## src/rtl/lock_key_loader_kat.sv

```systemverilog
// Serial key loader and KAT-gated unlock front end for an XOR-locked adder.
// A key is shifted in MSB first, applied in one update, then verified with a known-answer test.
module lock_key_loader_kat #(
    parameter int unsigned KEY_W = 64,
    parameter int unsigned DATA_W = 32,
    parameter int unsigned SETTLE_CYC = 4,
    parameter logic [DATA_W-1:0] KAT_A = 32'h29AF2430,
    parameter logic [DATA_W-1:0] KAT_B = 32'h7A1B9ABC,
    parameter logic [DATA_W:0] KAT_SUM = 33'h0A3CABEEC
) (
    input  logic              clk_i,
    input  logic              rst_ni,
    input  logic              start_i,
    input  logic              key_bit_i,
    input  logic              key_bit_valid_i,
    output logic              key_bit_ready_o,
    output logic [KEY_W-1:0]  keyinput_o,
    output logic [DATA_W-1:0] add1_o,
    output logic [DATA_W-1:0] add2_o,
    input  logic [DATA_W:0]   result_i,
    input  logic [DATA_W-1:0] user_add1_i,
    input  logic [DATA_W-1:0] user_add2_i,
    output logic [DATA_W:0]   sum_o,
    output logic              busy_o,
    output logic              done_o,
    output logic              pass_o
);

    localparam int unsigned CntW = $clog2(KEY_W) + 1;
    localparam logic [CntW-1:0] LastBit = CntW'(KEY_W - 1);
    localparam logic [3:0] SettleLast = 4'(SETTLE_CYC - 1);

    if (KEY_W > 128 || (KEY_W & (KEY_W - 1)) != 0) begin : g_bad_key_w
        $error("KEY_W must be a power of two no larger than 128");
    end
    if (SETTLE_CYC < 1 || SETTLE_CYC > 15) begin : g_bad_settle
        $error("SETTLE_CYC must be in 1..15");
    end

    typedef enum logic [2:0] {
        StIdle,
        StShift,
        StSettle,
        StCheck,
        StPass,
        StFail
    } state_e;

    state_e            state_q;
    logic [KEY_W-1:0]  shadow_q;
    logic [KEY_W-1:0]  shadow_next;
    logic [CntW-1:0]   bit_cnt_q;
    logic [3:0]        settle_cnt_q;
    logic              transfer;

    assign transfer    = key_bit_valid_i & key_bit_ready_o;
    assign shadow_next = {shadow_q[KEY_W-2:0], key_bit_i};

    always_ff @(posedge clk_i or negedge rst_ni) begin
        if (!rst_ni) begin
            state_q         <= StIdle;
            shadow_q        <= '0;
            bit_cnt_q       <= '0;
            settle_cnt_q    <= '0;
            keyinput_o      <= '0;
            key_bit_ready_o <= 1'b0;
            busy_o          <= 1'b0;
            done_o          <= 1'b0;
            pass_o          <= 1'b0;
        end else begin
            done_o <= 1'b0;
            unique case (state_q)
                StIdle, StPass, StFail: begin
                    if (start_i) begin
                        state_q         <= StShift;
                        shadow_q        <= '0;
                        bit_cnt_q       <= '0;
                        key_bit_ready_o <= 1'b1;
                        busy_o          <= 1'b1;
                        pass_o          <= 1'b0;
                    end
                end
                StShift: begin
                    if (transfer) begin
                        shadow_q  <= shadow_next;
                        bit_cnt_q <= bit_cnt_q + 1'b1;
                        // The adder only ever sees a complete key.
                        if (bit_cnt_q == LastBit) begin
                            keyinput_o      <= shadow_next;
                            settle_cnt_q    <= '0;
                            key_bit_ready_o <= 1'b0;
                            state_q         <= StSettle;
                        end
                    end
                end
                StSettle: begin
                    if (settle_cnt_q == SettleLast) begin
                        state_q <= StCheck;
                    end else begin
                        settle_cnt_q <= settle_cnt_q + 1'b1;
                    end
                end
                StCheck: begin
                    busy_o <= 1'b0;
                    done_o <= 1'b1;
                    if (result_i == KAT_SUM) begin
                        state_q <= StPass;
                        pass_o  <= 1'b1;
                    end else begin
                        state_q <= StFail;
                    end
                end
                default: state_q <= StIdle;
            endcase
        end
    end

    always_comb begin
        add1_o = '0;
        add2_o = '0;
        sum_o  = '0;
        unique case (state_q)
            StSettle, StCheck: begin
                add1_o = KAT_A;
                add2_o = KAT_B;
            end
            StPass: begin
                add1_o = user_add1_i;
                add2_o = user_add2_i;
                sum_o  = result_i;
            end
            default: ;
        endcase
    end

endmodule

```

## config.mk

```make
export PLATFORM = sky130hd
export DESIGN_NAME = lock_key_loader_kat
export DESIGN_NICKNAME = d
export VERILOG_FILES = /design/src/rtl/lock_key_loader_kat.sv
export SDC_FILE = /design/constraint.sdc
export NUM_CORES = 1
export LEC_CHECK = 0
export ABC_CLOCK_PERIOD_IN_PS = 3520
export CAP_MARGIN = 0
export CORE_UTILIZATION = 45
export DETAILED_ROUTE_END_ITERATION = 10
export PLACE_DENSITY = 0.83
export SLEW_MARGIN = 5
export SYNTH_ARGS = -nofsm -noshare
export SYNTH_HDL_FRONTEND = slang
export SYNTH_SLANG_ARGS = --single-unit
export TNS_END_PERCENT = 10
```

## constraint.sdc

```tcl
create_clock -name clk_i -period 3.52 [get_ports clk_i]
set_clock_uncertainty 0.2 [all_clocks]
set_input_delay 0.704 -clock clk_i [delete_from_list [all_inputs] [get_ports clk_i]]
set_output_delay 0.704 -clock clk_i [all_outputs]
set_load 0.05 [all_outputs]
```

# Yosys cells after proc, flatten, opt, wreduce, memory -nomap -nowiden
# Cells that the tools add are included.
# W data, S select, Z words.
# word_totals
out_inout_bits,165
word_cells,67
input_bits,102
reg_bits,145
# op_classes
n_reduce_logical,13
addsub,2
bitwise,1
eq_ne,14
muxes,28
# op_table
cell,count
$pmux W32 S2,2
$mux W63,2
$pmux W63 S2,1
$eq A33 B32 Y1 const B,1
$mux W33,1
$mux W7,2
$pmux W7 S2,1
$mux W3,4
$mux W4,3
$ne A2 B2 Y1 const B,6
$pmux W3 S4,1
$reduce_and A4 Y1,3
$reduce_and A3 Y1,3
$pmux W4 S2,1
$add A7 B1 Y7 const B,1
$eq A7 B6 Y1 const B,1
$mux W1,7
$eq A3 B2 Y1 const B,2
$eq A3 B3 Y1 const B,2
$pmux W1 S2,3
$reduce_bool A2 Y1,3
$add A4 B1 Y4 const B,1
$eq A4 B2 Y1 const B,1
$eq A3 B1 Y1 const B,1
other kinds (5),5

# Logic depth before layout (Yosys ltp)
# Gate-level depths: netlist of the first run.
# logic_depth
word_depth,4
ltp_mapped,7
ltp_nobuf,5

# Worst setup path before layout of the first run
# No wires, ideal clock.
# synth_timing
kind,register to output
start,register state_q[1]
end,output port add1_o[0]
path_slack_ps,760
stages_incl_launch_ff,7
required_ps,2616
n_path_buf,3
arrival_ps,1856
path_cell_list,dfrtp_1 clkbuf_1 nand2b_1 nor2_1 buf_2 clkbuf_1 and2_1
# synth_via
elab_chain_len,3
elab_cells_between_ends,5
classes_between,3 x eq/ne; 1 x mux; 1 x reduce/logical
# synth_lines
element,line_no,rtl
"start, declared",49,state_e state_q;
"start signal, assigned",61,state_q <= StIdle;
"start signal, assigned",75,state_q <= StShift;
"start signal, assigned",92,state_q <= StSettle;
$eq A3 B2 Y1,122,unique case (state_q)
$reduce_or A2 Y1,122,
$pmux W32 S2 (*),122,
"end, declared",18,"output logic [DATA_W-1:0] add1_o,"
# Mark *: on every way between the ends. The rest lies on a longest branch, timed or not.

# Worst setup path after layout of the first run
# layout_timing
start,register state_q[2]
end,output port add1_o[9]
# Same word-level chain as after synthesis.

==> impl_metrics.ini, run 1 <==
[status]
status = complete, no violations

[setup_path]
startpoint = state_q[2]
worst_ep_required_time_ns = 2.62
r2r_slack_ns = 0.82
worstSetupPathType = reg -> out
endpoint = add1_o[9]
critPathMaxFanout = 65
r2r_end = bit_cnt_q[0]
cp-end-kind = output port
worstSetupStartpointType = register
reg2reg_depth = 4
worstReg2RegStart = state_q[0]
cp.arrival_ns = 2.35

[timing]
tightest_slew_ns = 1.238
finalHoldViolations = 0
slew_headroom_pct = 17.45
rsz0062_at_grt = false
period_minus_slack_ns = 3.257
drv_slew = 0
setup_viol_count_final = 0
finalSetupTns_ns = 0
fmax_mhz = 307.0
fin_crit_sh_pct = 92.53

[logic_synthesis]
ys_seq_area_share_pct = 56.08
syn-num-nets = 599
netlist_area_um2 = 6470
synthAdderAreaFrac_pct = 0.3868
synth_xor_xnor_area_share_pct = 0.4061
yosys.area_share.simple_pct = 11.74
synth_compound_area_share_pct = 13.56
ys_types = 37
ys_ff_latch = 145
yosysMostFrequentCell = dfrtp_1
synth_top_area_share_pct = 56.08
syn_inst = 495
avgSynthCellArea_um2 = 13.07
synth-warning-count = 0
yosys-mux-area-fraction_pct = 14.47
synth_top_family_by_area = multiplexers
synth-async-reset-ratio_pct = 100.0
yosys.area.top_type = dfrtp_1
ys.flop_type = dfrtp_1
synth.top_cells.by_area = dfrtp_1, mux2_4, a22o_1
synth_common_cells = dfrtp_1, and2_1, a22o_1
synth_edf_count = 0

[power]
internal_power_mw = 3.040
p_leak_nw = 5.141
power_switching_mw = 0.9154
switching_share_pct = 23.14
p_per_area_nw_per_um2 = 382.0
p_comb_share_pct = 8.4
pwr-share-clk_pct = 46.3
sequentialPowerShare_pct = 45.3
ir_worst_vdd_uv = 411.3

[min_path]
min_path_type = in -> async

[clock_network]
clk_pin_slew_ns = 0.06
cts.sinks = 145
worstSkewPairLatency_ns = 0.41
cts_buffers = 17
cts_tree = built
root_buffer = clkbuf_16
post_cts_buffers = 0
clockBufferDepth = 2
ctsHoldBuffers = 0
cts_resized = 0
htreeDepth = 4

[grt]
grt_overflow = 0
track_usage_pct = 29.37
grt_max_degree = 87
grt_pass1_vias = 5171
grt_pass1_wl_mm = 31.75
antenna_found_initial = 1

[floorplan]
rows = 43
die_area_um2 = 14860
initial_utilization_pct = 46.43
die_h_um = 121.9
io_pins = 267
core_area_um2 = 13930
die_w_um = 121.9

[drt]
dr.pass1.iters = 5
wl_per_cell_um = 22.12
viasPerCell = 5.442
drc = 0
routed_wirelength_mm = 20.88
ant_nets = 0
vias = 5137
drt_iter0_markers = 366

[cells_and_area]
drive_gt1_share_pct = 27.39
finalNonFillerCells = 944
regArea_um2 = 3628
final_nets = 854
multiInputGateArea_um2 = 2641
area_growth_pct = 60.07
fillers = 845

[place]
port-buffer-count = 266
dp.cells = 911
place.detailed.hpwl_mm = 15.65
gp_congestion = 0.9642

[job]
maxCapViolations = 0
## registers in the layout, summed over array words and instances, names as in the netlist
| register | count |
|---|---|
| shadow_q | 63 |
| bit_cnt_q | 7 |
| pass_o | 1 |
| state_q | 3 |
| settle_cnt_q | 4 |
| key_bit_ready_o | 1 |
| keyinput_o | 64 |
| busy_o | 1 |
| done_o | 1 |
## worst min path at each step
stage	end	slack, ns	depth (start not counted)
4_1_cts	keyinput_o[40]	0.17	1
2_1_floorplan	bit_cnt_q[0]	0.21	0
6_report	keyinput_o[39]	0.13	1
5_1_grt	keyinput_o[39]	0.20	1
3_3_place_gp	shadow_q[62]	0.28	1
3_5_place_dp	shadow_q[62]	0.28	1
## cells in the final DEF (no fill, tap or decap), types with 4 or more instances in the layout
master	synthesis	layout
a21o_1	33	33
a22o_1	65	65
and2_1	67	67
buf_12	0	60
buf_4	0	45
clkbuf_16	0	17
clkdlybuf4s50_1	0	168
dfrtp_1	145	145
inv_1	6	6
mux2_2	28	28
mux2_4	38	38
mux2i_1	5	5
nand2_1	13	13
nand2b_1	4	4
nand3_1	6	6
nor4bb_1	4	4
## metrics by stage
| stage | utilization, % | area (um2) | hold WS [ns] | worst slack, ns | power (mW) |
|---|---|---|---|---|---|
| after detailed placement | 69.97 | 9749 | 0.2840 | 0.3726 | 2.140 |
| after floorplan | - | 6470 | 0.2084 | 0.7601 | 1.938 |
| after CTS | 74.30 | 10350 | 0.1717 | 0.2602 | 3.976 |
| after global routing | 74.32 | 10360 | 0.1994 | 0.1011 | 4.097 |
| after global placement | 69.97 | 9749 | 0.2817 | 0.4299 | 2.123 |
| final | 74.32 | 10360 | 0.1307 | 0.2630 | 3.956 |
## area by class of cell
| class | count | share of cell area [%] |
|---|---|---|
| repair buffers | 274 | 31.21 |
| diodes | 1 | 0.02416 |
| clock buffers | 20 | 4.313 |
| multi-input cells | 306 | 25.50 |
| well taps | 180 | 2.175 |
| clock inverters | 12 | 1.522 |
| flip-flops and latches | 145 | 35.04 |
| inverters | 6 | 0.2175 |
## power groups by stage
stage               combinational (mW)  clock (mW)  sequential [mW]
floorplan                        0.140           0             1.80
global placement                 0.312           0             1.81
detailed placement               0.326           0             1.81
CTS                              0.332        1.85             1.79
global route                     0.360        1.94             1.80
finish                           0.332        1.83             1.79
## kinds of logic after synthesis
group                    Yosys count
adder cells (fa/ha/maj)            2
buffers and inverters             44
AO/OA/AOI/OAI                    108
flip-flops                       145
multiplexers                      71
XOR/XNOR                           3
AND/OR/NAND/NOR                  122
## per-layer routing
metal  GRT usage [%]  vias to the layer above  routed length (um)
li1                -                     2286                   -
met1           38.14                     2613                8629
met2           48.80                      226               10630
met3           7.865                       12                1354
met4           6.944                        0                 273
met5               0                        -                   0
## critical path, stage by stage (launching register included)
cell and delay (ns):
dfrtp_1 0.61, nand2b_1 0.18, nor2_4 0.38, buf_12 0.28
and2_1 0.29, buf_12 0.17
No activity file was read; power rests on OpenSTA's default activity.
==> run 2, diff against run 1 <==
--- a/config.mk
+++ b/config.mk
@@ -7,9 +7,10 @@
 export LEC_CHECK = 0
 export ABC_CLOCK_PERIOD_IN_PS = 3520
 export CAP_MARGIN = 0
-export CORE_UTILIZATION = 45
+export CORE_UTILIZATION = 47
 export DETAILED_ROUTE_END_ITERATION = 10
-export PLACE_DENSITY = 0.83
+export PLACE_DENSITY = 0.87
+export SKIP_CTS_REPAIR_TIMING = 1
 export SLEW_MARGIN = 5
 export SYNTH_ARGS = -nofsm -noshare
 export SYNTH_HDL_FRONTEND = slang
==> run 2 against run 1 <==
  * Fmax fell by 4.2%
  * Critical endpoint is now add1_o[16]
  * Critical path depth unchanged
  * Largest power group is now registers
  * Flip-flop and latch count unchanged
  * Largest cell class unchanged
==> impl_metrics.ini, run 2 (same netlist as run 1, synthesis figures left out) <==
[timing]
holdWs_ns = 0.2461
fin_crit_sh_pct = 96.57
finalHoldViolations = 0
finalSetupTns_ns = 0
fmax_mhz = 294.2
tightest_slew_ns = 0.9621
rsz0062_at_grt = true
period_minus_slack_ns = 3.399
setup_viol_count_final = 0
setup_slack_ns = 0.1206
drv_slew = 0
slew_headroom_pct = 35.86

[setup_path]
critPathMaxFanout = 68
worstSetupPathType = reg -> out
worst_ep_required_time_ns = 2.62
crit_chain = nand2b_1 -> nor2_4 -> buf_6 -> a21o_1 -> buf_4
r2r_slack_ns = 0.95
cp-end-kind = output port
worstSetupStartpointType = register
slowest_stage = dfrtp_1
critical-path-max-stage-delay_ns = 0.59
cp.arrival_ns = 2.50

[clock_network]
cts_tree = built
cts.sinks = 145
cts_buffers = 17
worstSkewPairLatency_ns = 0.41
clk_pin_slew_ns = 0.06
root_buffer = clkbuf_16
clockBufferDepth = 2
htreeDepth = 4

[min_path]
min_path_type = in -> async

[floorplan]
rows = 42
die_area_um2 = 14240
die_h_um = 119.3
die_w_um = 119.3
io_pins = 267
initial_utilization_pct = 48.47
core_area_um2 = 13350

[grt]
grt_max_degree = 112
grt_pass1_vias = 5181
track_usage_pct = 30.66
antenna_found_initial = 3
grt_overflow = 0
grt_pass1_wl_mm = 32.13

[cells_and_area]
fillers = 890
mostFrequentLayoutCell = clkdlybuf4s50_1
biggestRegsByFlops = keyinput_o (64), shadow_q (63), bit_cnt_q (7)
top_register = keyinput_o
final_nets = 854
area_growth_pct = 51.07
layout_common_cells = clkdlybuf4s50_1, dfrtp_1, buf_4, and2_1, a22o_1
drive_gt1_share_pct = 23.98
largest_reg_flops = 64

[drt]
ant_nets = 0
routed_wirelength_mm = 20.93
wl_per_cell_um = 22.26
vias = 5166
drt_iter0_markers = 391
viasPerCell = 5.496
drc = 0
dr.pass1.iters = 4

[power]
ir_worst_vdd_uv = 330.9
p_leak_nw = 5.433
p_per_area_nw_per_um2 = 401.4

[job]
maxCapViolations = 0

[place]
port-buffer-count = 266
gp_congestion = 0.9464
place_ws_ns = 0.3947
place.detailed.hpwl_mm = 15.17

[status]
status = complete, no violations
==> run 2: area by class of cell <==
cell class / instances / area [um2] / area share (%)
timing repair buffer: 273 / 2650 / 27.11
multi-input combinational: 307 / 2653 / 27.14
clock buffer: 21 / 470.5 / 4.813
tap: 176 / 220.2 / 2.253
sequential: 145 / 3628 / 37.12
antenna: 1 / 2.502 / 0.02560
clock inverter: 11 / 127.6 / 1.306
inverter: 6 / 22.52 / 0.2304
==> run 2: routing by layer <==
metal  track usage (%)  wire [um]
met1             40.69       9106
met3             7.950       1254
met4             7.656        301
met5                 0          0
met2             50.15      10270
==> run 2: stage by stage <==
stage	std cells	utilization [%]	power, mW	instance area (um2)
floorplan	495	-	1.938	6470
global placement	906	68.11	2.140	9091
detailed placement	906	68.11	2.150	9091
CTS	938	72.59	3.947	9689
global route	940	73.23	4.073	9774
finish	940	73.23	3.923	9774
==> run 2: power by group <==
part / internal, mW / switching, mW
sequential: 1.73 / 0.0595
clock: 1.10 / 0.690
combinational: 0.180 / 0.162
total: 3.01 / 0.911
==> run 2: critical path: cells and delay by family, from the launching register on <==
family | cells | cell delay (ns)
AO/OA/AOI/OAI | 1 | 0.27
buffers and inverters | 2 | 0.62
flip-flops | 1 | 0.59
AND/OR/NAND/NOR | 2 | 0.61
==> run 2: worst paths after layout <==
| kind | from | end | depth (start not counted) |
|---|---|---|---|
| max in group asynchronous | rst_ni | keyinput_o[14] | 2 |
| min in group clk_i | shadow_q[62] | shadow_q[62] | 1 |
| hold reg to reg | shadow_q[62] | shadow_q[62] | 1 |
| setup reg to reg | state_q[0] | shadow_q[14] | 5 |
| hold / removal | rst_ni | keyinput_o[35] | 1 |
| setup / recovery | state_q[2] | add1_o[16] | 5 |
==> run 3, diff against run 2 <==
--- a/config.mk
+++ b/config.mk
@@ -8,6 +8,7 @@
 export ABC_CLOCK_PERIOD_IN_PS = 3520
 export CAP_MARGIN = 0
 export CORE_UTILIZATION = 47
+export CTS_CLUSTER_DIAMETER = 150
 export DETAILED_ROUTE_END_ITERATION = 10
 export PLACE_DENSITY = 0.87
 export SKIP_CTS_REPAIR_TIMING = 1
==> results of run 3 <==
No change in the layout: final DEF, timing and power equal those of run 2.
